**src/rtl/addr_gen_if.sv**
```systemverilog
// Bus between the control unit and the address-generation unit. The control
// unit drives the op request; the unit returns addresses, PC/SP and status.
interface addr_gen_if #(
    parameter int ADDR_W = 16
);
    // Handshake: start is a request that is taken only in a cycle where busy=0
    // (a request seen while busy=1 is dropped, not queued); each accepted op
    // ends with exactly one done pulse, the cycle address holds its result.
    logic              start;
    logic [2:0]        mode;
    logic [7:0]        operand_lo;
    logic [ADDR_W-9:0] operand_hi;
    logic [7:0]        index;
    logic [ADDR_W-1:0] address;
    logic [ADDR_W-1:0] pc_out;
    logic [7:0]        sp_out;
    logic              busy;
    logic              done;
    logic              page_cross;
    logic              state_dbg;

    modport master (
        output start, mode, operand_lo, operand_hi, index,
        input  address, pc_out, sp_out, busy, done, page_cross, state_dbg
    );

    modport slave (
        input  start, mode, operand_lo, operand_hi, index,
        output address, pc_out, sp_out, busy, done, page_cross, state_dbg
    );
endinterface

```
**src/rtl/addr_gen_unit.sv**
```systemverilog
// Address-generation unit: owns PC and SP and produces sequential, jump,
// branch, indexed, zero-page and stack addresses with a page-cross fix-up cycle.
module addr_gen_unit #(
    parameter int          ADDR_W       = 16,
    parameter logic [31:0] RESET_VECTOR = 32'h0000_FFFC,
    parameter logic [7:0]  SP_RESET     = 8'hFF,
    parameter logic [7:0]  STACK_PAGE   = 8'h01
) (
    input  logic      clk,
    input  logic      rst,
    addr_gen_if.slave bus
);
    localparam logic [ADDR_W-1:0] RV     = ADDR_W'(RESET_VECTOR);
    localparam logic [ADDR_W-9:0] STK_HI = (ADDR_W-8)'(STACK_PAGE);

    localparam logic [2:0] M_INC    = 3'd0;
    localparam logic [2:0] M_JUMP   = 3'd1;
    localparam logic [2:0] M_BRANCH = 3'd2;
    localparam logic [2:0] M_IDX    = 3'd3;
    localparam logic [2:0] M_PUSH   = 3'd4;
    localparam logic [2:0] M_PULL   = 3'd5;
    localparam logic [2:0] M_ZPIDX  = 3'd6;

    typedef enum logic {IDLE = 1'b0, FIX = 1'b1} state_t;

    state_t            state, state_n;
    logic [ADDR_W-1:0] pc_q, pc_n;
    logic [ADDR_W-1:0] addr_q, addr_n;
    logic [7:0]        sp_q, sp_n;
    logic              done_q, done_n;
    logic              cross_q, cross_n;
    // Corrected address and whether it also becomes the PC, held across FIX.
    logic [ADDR_W-1:0] fix_addr_q, fix_addr_n;
    logic              fix_pc_q, fix_pc_n;

    logic [8:0]        sum9;
    logic [ADDR_W-1:0] br_target;

    assign sum9      = {1'b0, bus.operand_lo} + {1'b0, bus.index};
    assign br_target = pc_q + {{(ADDR_W-8){bus.operand_lo[7]}}, bus.operand_lo};

    always_ff @(posedge clk) begin
        if (rst) begin
            state      <= IDLE;
            pc_q       <= RV;
            addr_q     <= RV;
            sp_q       <= SP_RESET;
            done_q     <= 1'b0;
            cross_q    <= 1'b0;
            fix_addr_q <= RV;
            fix_pc_q   <= 1'b0;
        end else begin
            state      <= state_n;
            pc_q       <= pc_n;
            addr_q     <= addr_n;
            sp_q       <= sp_n;
            done_q     <= done_n;
            cross_q    <= cross_n;
            fix_addr_q <= fix_addr_n;
            fix_pc_q   <= fix_pc_n;
        end
    end

    always_comb begin
        state_n    = state;
        pc_n       = pc_q;
        addr_n     = addr_q;
        sp_n       = sp_q;
        done_n     = 1'b0;
        cross_n    = 1'b0;
        fix_addr_n = fix_addr_q;
        fix_pc_n   = fix_pc_q;
        case (state)
            IDLE: begin
                if (bus.start) begin
                    done_n = 1'b1;
                    case (bus.mode)
                        M_INC: begin
                            pc_n   = pc_q + ADDR_W'(1);
                            addr_n = pc_q + ADDR_W'(1);
                        end
                        M_JUMP: begin
                            pc_n   = {bus.operand_hi, bus.operand_lo};
                            addr_n = {bus.operand_hi, bus.operand_lo};
                        end
                        M_BRANCH: begin
                            if (br_target[ADDR_W-1:8] == pc_q[ADDR_W-1:8]) begin
                                pc_n   = br_target;
                                addr_n = br_target;
                            end else begin
                                // PC stays put until the corrected target lands in FIX.
                                addr_n     = {pc_q[ADDR_W-1:8], br_target[7:0]};
                                fix_addr_n = br_target;
                                fix_pc_n   = 1'b1;
                                done_n     = 1'b0;
                                state_n    = FIX;
                            end
                        end
                        M_IDX: begin
                            addr_n = {bus.operand_hi, sum9[7:0]};
                            if (sum9[8]) begin
                                fix_addr_n = {bus.operand_hi + (ADDR_W-8)'(1), sum9[7:0]};
                                fix_pc_n   = 1'b0;
                                done_n     = 1'b0;
                                state_n    = FIX;
                            end
                        end
                        M_PUSH: begin
                            addr_n = {STK_HI, sp_q};
                            sp_n   = sp_q - 8'd1;
                        end
                        M_PULL: begin
                            addr_n = {STK_HI, sp_q + 8'd1};
                            sp_n   = sp_q + 8'd1;
                        end
                        M_ZPIDX: begin
                            addr_n = {{(ADDR_W-8){1'b0}}, sum9[7:0]};
                        end
                        default: ;
                    endcase
                end
            end
            FIX: begin
                addr_n  = fix_addr_q;
                if (fix_pc_q) pc_n = fix_addr_q;
                done_n  = 1'b1;
                cross_n = 1'b1;
                state_n = IDLE;
            end
            default: state_n = IDLE;
        endcase
    end

    assign bus.address    = addr_q;
    assign bus.pc_out     = pc_q;
    assign bus.sp_out     = sp_q;
    assign bus.busy       = (state == FIX);
    assign bus.done       = done_q;
    assign bus.page_cross = cross_q;
    assign bus.state_dbg  = state;
endmodule

```
**src/flat_wrapper.sv**
```systemverilog
// flat-port wrapper written by rule: the top's interface ports become plain ports
module addr_gen_unit_flat 
#(
    parameter int          ADDR_W       = 16,
    parameter logic [31:0] RESET_VECTOR = 32'h0000_FFFC,
    parameter logic [7:0]  SP_RESET     = 8'hFF,
    parameter logic [7:0]  STACK_PAGE   = 8'h01
)
  (clk, rst, bus_start, bus_mode, bus_operand_lo, bus_operand_hi, bus_index, bus_address, bus_pc_out, bus_sp_out, bus_busy, bus_done, bus_page_cross, bus_state_dbg);
  addr_gen_if #(.ADDR_W(ADDR_W)) bus_i ();
  input  logic clk;
  input  logic rst;
  input wire logic [$bits(bus_i.start)-1:0] bus_start;
  input wire logic [$bits(bus_i.mode)-1:0] bus_mode;
  input wire logic [$bits(bus_i.operand_lo)-1:0] bus_operand_lo;
  input wire logic [$bits(bus_i.operand_hi)-1:0] bus_operand_hi;
  input wire logic [$bits(bus_i.index)-1:0] bus_index;
  output wire logic [$bits(bus_i.address)-1:0] bus_address;
  output wire logic [$bits(bus_i.pc_out)-1:0] bus_pc_out;
  output wire logic [$bits(bus_i.sp_out)-1:0] bus_sp_out;
  output wire logic [$bits(bus_i.busy)-1:0] bus_busy;
  output wire logic [$bits(bus_i.done)-1:0] bus_done;
  output wire logic [$bits(bus_i.page_cross)-1:0] bus_page_cross;
  output wire logic [$bits(bus_i.state_dbg)-1:0] bus_state_dbg;
  assign bus_i.start = bus_start;
  assign bus_i.mode = bus_mode;
  assign bus_i.operand_lo = bus_operand_lo;
  assign bus_i.operand_hi = bus_operand_hi;
  assign bus_i.index = bus_index;
  assign bus_address = bus_i.address;
  assign bus_pc_out = bus_i.pc_out;
  assign bus_sp_out = bus_i.sp_out;
  assign bus_busy = bus_i.busy;
  assign bus_done = bus_i.done;
  assign bus_page_cross = bus_i.page_cross;
  assign bus_state_dbg = bus_i.state_dbg;
  addr_gen_unit #(.ADDR_W(ADDR_W), .RESET_VECTOR(RESET_VECTOR), .SP_RESET(SP_RESET), .STACK_PAGE(STACK_PAGE)) u_core (.clk(clk), .rst(rst), .bus(bus_i));
endmodule
```
**config.mk**
```make
export PLATFORM = sky130hd
export DESIGN_NAME = addr_gen_unit_flat
export DESIGN_NICKNAME = d
export VERILOG_FILES = /design/src/rtl/addr_gen_if.sv /design/src/rtl/addr_gen_unit.sv /design/src/flat_wrapper.sv
export SDC_FILE = /design/constraint.sdc
export NUM_CORES = 1
export LEC_CHECK = 0
export CORE_ASPECT_RATIO = 1.5
export CORE_MARGIN = 2
export CORE_UTILIZATION = 47
export CTS_CLUSTER_DIAMETER = 40
export DETAILED_ROUTE_END_ITERATION = 10
export HOLD_SLACK_MARGIN = 0.06
export PLACE_DENSITY = 0.78
export SYNTH_ARGS = -nofsm -noshare
export SYNTH_HDL_FRONTEND = slang
export SYNTH_SLANG_ARGS = --single-unit
```
**constraint.sdc**
```tcl
create_clock -name clk -period 5.25 [get_ports clk]
set_clock_uncertainty 0.05 [all_clocks]
set_input_delay 1.3125 -clock clk [delete_from_list [all_inputs] [get_ports clk]]
set_output_delay 1.3125 -clock clk [all_outputs]
set_load 0.005 [all_outputs]
```
==> results.tsv <==
metric	value	unit
status	complete, no violations	
synth_edf_count	0	
crit_chain	clkdlybuf4s50_1 -> ha_1 -> fa_1 -> a211oi_1 -> o21a_1 -> o2bb2ai_1 -> o211ai_1 -> xor2_1 -> nand4b_4 -> o211ai_4 -> buf_4 -> mux2i_1	
dp_hpwl	14100	µm
timing.fmax	219	MHz
cts_buffers	9	
critPathLaunchType	input pin	
relSlewSlack	40.9	%
numPortBuffers	73	
powerDensity	245	nW/µm²
async_flop_share	0	%
ios	74	
synth_top_cell_by_area	dfxtp_1	
core.rowCount	48	
drv_slew	0	
cts-root-buf	clkbuf_16	
grt_pass1_vias	5616	
synthTopCellsByArea	dfxtp_1, nor2_1, ha_1, mux2i_1, a21oi_1	
routabilityCongestion	0.957	
synthesis.area	5600	µm²
cap_viol_max_count	0	
ys_ff_latch	60	
antenna_found_initial	1	
drt-total-wl	18700	µm
drc	0	
syn_avg_cell_area	7.82	µm²
drtIter0Drc	639	
fillCellCount	1065	
yosysUniqueCellTypes	76	
r2r_setup_slack	1.77	ns
grt_util_all_layers	29.5	%
slowest_stage	clkdlybuf4s50_1	
firstDrtPassIters	5	
cts_hold_buf	0	
fin_util	58.0	%
cts_resized	0	
grt_first_pass_wirelength	29600	µm
initial_core_util	48.3	%
cp_slowest_stage_delay	0.50	ns
path_clk_slew	0.05	ns
die-height	138	µm
grt_overflow	0	
viasPerCell	6.31	
yosysTopAreaCellShare	21.5	%
critical_path.max_fanout	14	
dp_slack	0.391	ns
synth_cells	716	
cp.arrival	4.77	ns
hold_path_class	register to register	
area_growth	20.0	%
routedWlPerCell	20.4	µm
seq_area_frac_synth	21.5	%
finalSetupViolCount	0	
power.total	1.64	mW
finalSetupTns	0	ns
htree_levels	3	
diodes	0	
critical_path_class	input pin to register	
clockBufferDepth	2	
fp.coreArea	11600	µm²
yosysWarnings	0	
p_leak	2.73	nW
timing.final.crit_share	86.9	%
end_kind	register	
detail-route-antenna-nets	0	
hold_violations	0	
synthesis.nets	775	
drive_gt1_share	7.03	%
cp.required	5.45	ns
nets	822	
vdd_drop_max	0.000115	V
vias	5796	
postCtsSetupBuffers	0	
rsz0062_at_grt	false	
grt_max_degree	51	
die_area	12800	µm²
synth_flop_cell	dfxtp_1	
clock-sinks	60	
worst_pin_slew	0.887	ns
clock_latency	0.34	ns
layout_setup_ws	0.689	ns
cts_tree	done	
min_period	4.56	ns
die_x	93.1	µm
==> logic make-up (layout without fill, tap and decap cells) <==
logic type | count (synthesis) | in the layout | synth area share (%)
and+or+nand+nor | 222 | 222 | 19.0
muxes | 34 | 34 | 6.21
xor gates and xnor gates | 55 | 55 | 9.50
adders and majority gates | 31 | 31 | 7.11
buffers and inverters | 77 | 129 | 6.26
DFF | 60 | 60 | 21.5
AOI/OAI and AO/OA | 237 | 237 | 30.5
==> worst paths after layout <==
path	start	endpoint	depth (start not counted)
max	bus_operand_lo[0]	u_core.fix_addr_q[11]	12
min reg2reg	u_core.bus.address[8]	u_core.bus.address[8]	2
max reg2reg	u_core.bus.pc_out[0]	u_core.fix_addr_q[11]	11
min	u_core.bus.address[8]	u_core.bus.address[8]	2
==> critical path, delay by kind of cell <==
kind	cells	cell delay (ns)
buf+inv	2	0.80
mux	1	0.25
simple gates	1	0.20
xor+xnor	1	0.27
compound gates	5	1.18
fa+ha+maj	2	0.74
==> registers in the layout (all words and copies together), names as in the netlist <==
register,cells
u_core.bus.address,16
u_core.bus.pc_out,16
u_core.fix_addr_q,16
u_core.bus.sp_out,8
u_core.bus.busy,1
u_core.bus.done,1
u_core.bus.page_cross,1
u_core.fix_pc_q,1
==> power breakdown <==
| part | total (mW) | internal, mW | switching (mW) |
|---|---|---|---|
| sequential | 0.505 | 0.479 | 0.0264 |
| clock | 0.672 | 0.453 | 0.219 |
| combinational | 0.467 | 0.203 | 0.264 |
==> cells in the final DEF (no fill, tap or decap), types with 6 or more instances in the layout <==
master / Yosys / final
mux2i_1: 31 / 31
nand4_1: 7 / 7
a21o_1: 8 / 8
nor3_1: 12 / 11
clkbuf_16: 0 / 9
o211ai_1: 18 / 18
a211o_1: 6 / 6
a221oi_1: 20 / 20
and3_1: 6 / 6
xor2_1: 21 / 21
ha_1: 27 / 27
clkdlybuf4s50_1: 0 / 72
xnor2_1: 30 / 30
nand2_1: 41 / 41
nor2_1: 91 / 91
buf_4: 1 / 17
o21ai_0: 42 / 42
o21a_1: 7 / 7
nand2b_1: 19 / 19
a22oi_1: 8 / 8
and2_1: 6 / 6
dfxtp_1: 60 / 60
inv_1: 22 / 22
a211oi_1: 18 / 18
a21oi_1: 53 / 53
nand3_1: 17 / 17
==> cell usage after synthesis, drive strengths merged (20+ instances only) <==
| cell | n |
|---|---|
| o211ai | 21 |
| a221oi | 20 |
| nor2 | 91 |
| inv | 22 |
| nand2 | 41 |
| dfxtp | 60 |
| xnor2 | 30 |
| o21ai | 43 |
| a21oi | 54 |
| xor2 | 22 |
| clkbuf | 39 |
| a211oi | 20 |
| mux2i | 31 |
| ha | 27 |
==> metrics by stage <==
step	cell area (µm²)	hold WS [ns]	std cells
finish	6720	0.432	918
global route	6720	0.472	918
CTS	6720	0.437	918
detailed placement	6380	0.427	902
global placement	6380	0.415	902
floorplan	5600	0.400	716
==> layer usage <==
layer  up-vias  global-route usage, %  part of all wire [%]
met5         -                      0                     0
met4         0                   13.4                   3.6
met3        44                   4.87                   7.7
met2       280                   50.0                    48
met1      2734                   36.7                    40
li1       2738                      -                     -
==> area by class of cell <==
type / count / area (µm²) / share of cell area [%]
Clock buffer: 12 / 267 / 3.97
Clock inverter: 4 / 70.1 / 1.04
Inverter: 23 / 86.3 / 1.29
Multi-Input combinational cell: 579 / 4050 / 60.3
Sequential cell: 60 / 1200 / 17.9
Tap cell: 150 / 188 / 2.79
Timing Repair Buffer: 90 / 853 / 12.7
Power figures use the tool's default switching activity.
